**src/rtl/block_config_sram.sv**
```systemverilog
`default_nettype none
// ============================================================================
// Module   : block_config_sram
// Brief    : LUT truth-table storage, loaded whole in one edge, read combinationally.
// Revision : 1.0 - initial release
// ============================================================================
module block_config_sram #(
    parameter int ADDR_BITS = 4,
    parameter int MEM_SIZE  = 2 ** ADDR_BITS
) (
    input  logic                 config_clk,
    input  logic                 config_rst_n,
    input  logic [ADDR_BITS-1:0] addr,
    output logic                 out,
    input  logic                 config_en,
    input  logic [MEM_SIZE-1:0]  config_in
);

    logic [MEM_SIZE-1:0] r_mem;

    // Full-table replacement only; there is no per-entry write path.
    always_ff @(posedge config_clk or negedge config_rst_n) begin
        if (!config_rst_n) begin
            r_mem <= '0;
        end else if (config_en) begin
            r_mem <= config_in;
        end
    end

    assign out = r_mem[addr];

endmodule
`default_nettype wire

```
**config.mk**
```make
export PLATFORM = sky130hd
export DESIGN_NAME = block_config_sram
export DESIGN_NICKNAME = d
export VERILOG_FILES = /design/src/rtl/block_config_sram.sv
export SDC_FILE = /design/constraint.sdc
export NUM_CORES = 1
export LEC_CHECK = 0
export CORE_MARGIN = 1.5
export CORE_UTILIZATION = 43
export CTS_CLUSTER_DIAMETER = 120
export DETAILED_ROUTE_END_ITERATION = 16
export PLACE_DENSITY = 0.76
export RECOVER_POWER = 25
export SYNTH_ARGS = -nofsm -noshare
export SYNTH_HDL_FRONTEND = slang
export SYNTH_SLANG_ARGS = --single-unit
```
**constraint.sdc**
```tcl
create_clock -name config_clk -period 1.5 [get_ports config_clk]
set_input_delay 0.3 -clock config_clk [delete_from_list [all_inputs] [get_ports config_clk]]
set_output_delay 0.3 -clock config_clk [all_outputs]
set_load 0.005 [all_outputs]
```
Word level (Yosys, flattened, before mapping)
Index checks and enable logic that the tools add are counted.
{"block": "word_totals", "ff_bits": 16, "inputBits": 23, "output_inout_bits": 1, "elab_cells": 4}
{"block": "op_classes", "magnitude_cmp": 1, "n_mux": 2}
{"op": "less-than comparator 4 x 5 -> 1 bit, second input constant", "n": 1}
{"op": "binary-select mux 1 bit (select 4 bit)", "n": 1}
{"op": "2-to-1 mux 1 bit", "n": 1}

Logic depth before layout (Yosys ltp)
Gate-level depths: netlist (run 1).
{"block": "depth", "ltp_word": 2, "ltp_mapped": 3, "depth_no_buf": 3}

Least setup slack after synthesis (run 1)
OpenSTA, ideal clock, no wires.
{"block": "synth_timing", "path_type": "register -> output", "start": "reg r_mem[13]", "end": "out out", "arrival_ns": 1.049, "t_required_ns": 1.200, "slack_ns": 0.151, "stages_incl_launch_ff": 4, "n_path_buf": 0, "path_cell_list": "dfrtp_1 mux4_1 mux2i_1 mux2i_1"}
{"block": "synth_via", "elab_chain_len": 2}
{"element": "start: declaration", "line": "19", "text": "logic [MEM_SIZE-1:0] r_mem;"}
{"element": "start signal: assignment", "line": "26", "text": "r_mem <= config_in;"}
{"element": "binary-select mux 1 bit (select 4 bit)", "line": "30", "text": "assign out = r_mem[addr];"}
{"element": "2-to-1 mux 1 bit (implied by the code)", "line": "30"}
{"element": "end: declaration", "line": "14", "text": "output logic out,"}
Every way passes these cells. The select of a mux whose other input is x is not followed.

Final worst setup path (run 1)
{"block": "layout_timing", "start": "reg r_mem[3]", "end": "out out"}
Same word-level chain as after synthesis.

==> flow_summary.toml, run 1 <==
[run_status]
status = "complete, but fails checks"
violations = "negative setup slack"

[setup_path]
reg2reg_to = "r_mem[4]"
cpLargestDelayFamily = "multiplexers"
path_cells = "mux4_2, mux2i_1, mux2i_1, buf_2"
path_max_fanout = 2
critical_path_buf_inv_count = 1
cp.arrival_ps = 1500
crit_slowest_cell = "mux4_2"
cpMostUsedCell = "mux2i_1"
cp.required_ps = 1200
max_stage_delay_ps = 490
path_class = "flop to primary output"
cp-end-kind = "primary output"
worstRegToRegCells = 2
r2r_setup_slack_ps = 620
worst_setup_path_start_kind = "flop"
reg2reg_from = "r_mem[4]"

[power_and_ir_drop]
switching_share_pct = 21.5
p_int_mw = 0.757
power_frac_seq_pct = 51.7
power_leakage_nw = 0.432
pwr-share-comb_pct = 19.5
ir_worst_vdd_mv = 0.632
power_switching_mw = 0.207
pwr-share-clk_pct = 28.8
pwr_density_cell_nw_per_um2 = 937

[route]
wl_mm = 1.32
firstDrtPassIters = 3
via_per_inst = 5.32
routedWlPerCell_um = 15.1
drtAntennaViolNets = 0
drt_iter0_markers = 10
vias = 463
drc = 0

[hold_path]
worst_hold_path_type = "flop to flop"
hp-start = "r_mem[15]"
hold_end = "r_mem[15]"
min_path_cells = 1

[finish]
drive_above_1_share_pct = 42.3
top_regs = "r_mem x16"
nFillCells = 119
nNetsFinal = 95
final_common_cell = "clkdlybuf4s50_1"
final_cell_mix = "clkdlybuf4s50_1 (19), mux2_2 (16), dfrtp_1 (16), mux4_2 (4)"
area.growth.synth_to_final_pct = 41.7
n_antenna_cell = 0
top_register = "r_mem"
largest_reg_flops = 16

[logic_synthesis]
synth_cells = 41
yosysSeqAreaShare_pct = 55.2
avgSynthCellArea_um2 = 17.7
synth_nets = 64
synth_area_um2 = 726
synth_seq_cells = 16
synth_cell_types = 5
ys.warnings.count = 0

[sta]
hold_viol = 0
setup_slack_ps = -296
worst-slew-pin-transition_ps = 829
setup_viol = 1
fin_setup_tns_ps = -296
fmax_mhz = 557
clock_skew_ps = 0
finalCritPeriodShare_pct = 120
rsz0062_at_grt = "true"
relSlewSlack_pct = 44.8
period_needed_ps = 1800
finalMaxSlewViolations = 0

[die]
initial_utilization_pct = 47.1
dieArea_um2 = 1940
rows = 14
fp.dieH_um = 44.1
ios = 24
core_area_um2 = 1540
chipWidth_um = 44.1

[clocking]
ctsHoldBuffers = 0
cts_buffers = 3
cts_buffer_depth = 2
clk_latency_ps = 280
cts.clk_slew.worst_paths_ps = 90
htree_levels = 1
cts-root-buf = "clkbuf_4"
cts_sinks = 16
tritoncts = "built"

[flow_run]
cap_violations = 0

[placed_design]
hpwl_um = 986
place.gp.congestion = 0.650
dp_slack_ps = -947
io_buffers = 23

[global_route]
grt_max_degree = 17
grt_usage_pct = 15.7
grt.overflow.total = 0
grt_pass1_wl_mm = 2.21
grt_pass1_vias = 514
antenna_found_initial = 0
==> power groups by stage <==
stage / clock network, mW / logic (mW) / registers, mW
6_report: 0.278 / 0.187 / 0.498
4_1_cts: 0.284 / 0.188 / 0.498
5_1_grt: 0.308 / 0.205 / 0.502
2_1_floorplan: 0 / 0.0889 / 0.495
3_3_place_gp: 0 / 0.179 / 0.504
3_5_place_dp: 0 / 0.183 / 0.506
==> how the worst max path moves through the flow <==
stage	from	to	slack [ps]	cells after the start
6_report	r_mem[3]	out	-300	4
5_1_grt	r_mem[14]	out	-390	4
4_1_cts	r_mem[3]	out	-310	4
3_5_place_dp	addr[0]	out	-950	5
3_3_place_gp	addr[0]	out	-910	5
2_1_floorplan	r_mem[13]	out	150	3
==> synth_stat cells <==
library cell   n  area (um2)
dfrtp_1       16         400
mux4_1         4         105
buf_2          2        10.0
mux2_2        16         180
mux2i_1        3        30.0
==> stage by stage <==
step | total power, mW | util, % | cell area, um2 | hold WS (ps) | instances
after floorplan | 0.583 | - | 726 | 4.41 | 41
after global routing | 1.02 | 66.7 | 1030 | 540 | 87
after CTS | 0.969 | 66.7 | 1030 | 340 | 86
after detailed placement | 0.689 | 64.4 | 993 | 493 | 80
final | 0.964 | 66.7 | 1030 | 517 | 87
after global placement | 0.682 | 64.4 | 993 | 485 | 80
==> cells by family (layout without fill, tap and decap cells) <==
family	count (synthesis)	count (layout)	synth area share, %
buffers and inverters	2	32	1.38
DFF	16	16	55.2
muxes	23	23	43.4
==> cell type report <==
cell class              count  area [um2]  area share [%]
clock buffers               4        36.3            3.53
well taps                  16        20.0            1.95
flip-flops and latches     16         400            38.9
repair buffers             28         272            26.4
multi-input cells          23         300            29.2
==> what timing repair did <==
action	CTS	global route
gates cloned	0	0
resized for setup	11	1
setup buffers	2	1
endpoints found under the setup margin	1	1
==> per-layer routing <==
metal	vias up	global-route usage, %	part of all wire (%)	routed length [um]
met4	0	7.27	1.4	19
li1	211	-	-	-
met2	15	25.9	48	632
met1	233	20.8	47	612
met5	-	0	0	0
met3	4	1.63	4.0	53
No activity file was read; power rests on OpenSTA's default activity.
==> run 2, diff against run 1 <==
--- a/config.mk
+++ b/config.mk
@@ -9,7 +9,7 @@
 export CORE_UTILIZATION = 43
 export CTS_CLUSTER_DIAMETER = 120
 export DETAILED_ROUTE_END_ITERATION = 16
-export PLACE_DENSITY = 0.76
+export PLACE_DENSITY = 0.85
 export RECOVER_POWER = 25
 export SYNTH_ARGS = -nofsm -noshare
 export SYNTH_HDL_FRONTEND = slang
==> flow_summary.toml, run 2 (same netlist as run 1, synthesis figures left out) <==
[global_route]
busiest_layer = "met2"
grt.overflow.total = 0
gr-usage-met2_pct = 27.4
use_met3_pct = 2.45
antenna_found_initial = 0
grt_max_degree = 17
gr-usage-met1_pct = 22.9
grt_pass1_wl_mm = 2.35
grt_pass1_vias = 509
grt_usage_pct = 17.2

[sta]
relSlewSlack_pct = 43.5
clock_skew_ps = 0
timing.hold.ws_ps = 516
hold_viol = 0
setup_slack_ps = -302
finalCritPeriodShare_pct = 120
period_needed_ps = 1800
setup_viol = 1
finalMaxSlewViolations = 0
worst-slew-pin-transition_ps = 847
rsz0062_at_grt = "true"
fin_setup_tns_ps = -302
fmax_mhz = 555

[setup_path]
cp-end-kind = "primary output"
cp.required_ps = 1200
path_cells = "mux4_2, mux2i_1, mux2i_1, buf_2"
cp.arrival_ps = 1500
worst_setup_path_start_kind = "flop"
cpMostUsedCell = "mux2i_1"
crit_slowest_cell = "mux4_2"
critical_path_buf_inv_count = 1
max_stage_delay_ps = 470
path_class = "flop to primary output"
cpLargestDelayFamily = "multiplexers"
path_max_fanout = 2

[clocking]
cts_sinks = 16
tritoncts = "built"
cts_buffers = 3
cts_buffer_depth = 2
htree_levels = 1
cts-root-buf = "clkbuf_4"
clk_latency_ps = 280
ctsHoldBuffers = 0
cts.clk_slew.worst_paths_ps = 90

[route]
routedWlPerCell_um = 15.3
via_per_inst = 5.33
vias = 480
firstDrtPassIters = 5
drtAntennaViolNets = 0
drc = 0
drt_iter0_markers = 3
wl_mm = 1.38

[placed_design]
dp_slack_ps = -969
io_buffers = 23
place.gp.congestion = 0.678
dp_cells = 82
placed_cell_area_um2 = 1010

[finish]
nNetsFinal = 98
final_cell_mix = "clkdlybuf4s50_1 (19), mux2_2 (16), dfrtp_1 (16), buf_4 (6), mux4_2 (4)"
top_regs = "r_mem x16"
design_area_um2 = 1050
largest_reg_flops = 16
n_antenna_cell = 0
area.growth.synth_to_final_pct = 44.8
final_util_pct = 68.2
fin_cells = 90
final_common_cell = "clkdlybuf4s50_1"
drive_above_1_share_pct = 44.6
top_register = "r_mem"

[run_status]
violations = "negative setup slack"
status = "complete, but fails checks"

[power_and_ir_drop]
power_frac_seq_pct = 51.6
pwr-share-comb_pct = 20.4
power_leakage_nw = 0.446
pwr-share-clk_pct = 27.9
power_switching_mw = 0.206
pwr_density_cell_nw_per_um2 = 925
finalPower_mw = 0.972
ir_worst_vdd_mv = 0.605
p_int_mw = 0.766
switching_share_pct = 21.2

[die]
ios = 24
rows = 14
initial_utilization_pct = 47.1
dieArea_um2 = 1940
core_area_um2 = 1540
chipWidth_um = 44.1
fp.dieH_um = 44.1

[hold_path]
worst_hold_path_type = "flop to flop"

[flow_run]
cap_violations = 0
-- run 2: changes by cell type in the layout (fill, tap and decap cells not counted) --
cell,change
buf_4,+3
-- run 2: power by group through the flow --
stage          logic [mW]  clock network, mW  registers [mW]
6_report            0.199              0.271           0.502
5_1_grt             0.216              0.303           0.506
4_1_cts             0.195              0.282           0.500
3_5_place_dp        0.190                  0           0.506
3_3_place_gp        0.185                  0           0.503
2_1_floorplan      0.0889                  0           0.495
-- run 2: path summary, 6_finish.rpt --
kind / end / slack [ps] / cells past startpoint / startpoint
max: out / -300 / 4 / r_mem[8]
max reg2reg: r_mem[8] / 480 / 3 / r_mem[8]
max in group asynchronous: r_mem[7] / 350 / 2 / config_rst_n
min reg2reg: r_mem[15] / 520 / 1 / r_mem[15]
min: r_mem[15] / 520 / 1 / r_mem[15]
min in group asynchronous: r_mem[13] / 630 / 2 / config_rst_n
-- run 2: final cells by class --
class,instances,area [um2]
multi-input combinational,23,300
timing repair buffer,31,294
tap,16,20.0
clock buffer,4,36.3
fill,117,490
sequential,16,400
-- run 2: what timing repair did --
action / 4_1_cts / 5_1_grt
endpoints found under the setup margin: 1 / 1
cloned: 0 / 0
resized for setup: 12 / 0
setup buffers: 2 / 2
-- run 2: metal layers --
layer | vias to the layer above | wire, um
met3 | 2 | 52
met1 | 243 | 610
met5 | - | 0
li1 | 222 | -
met4 | 0 | 14
met2 | 13 | 697
==> run 3, diff against run 2 <==
==> constraint.sdc (replaced) <==
create_clock -name config_clk -period 1.66 [get_ports config_clk]
set_input_delay 0.332 -clock config_clk [delete_from_list [all_inputs] [get_ports config_clk]]
set_output_delay 0.332 -clock config_clk [all_outputs]
set_load 0.005 [all_outputs]
==> results of run 3 <==
The final DEF is identical to that of run 2. Status: complete, but fails checks: negative setup slack.
Among the figures that moved: setup slack after placement -969 ps -> -873 ps; setup slack after layout -302 ps -> -174 ps; setup TNS -302 ps -> -174 ps; register-to-register setup slack 480 ps -> 640 ps; total power 0.972 mW -> 0.878 mW; worst IR drop on VDD 0.605 mV -> 0.547 mV
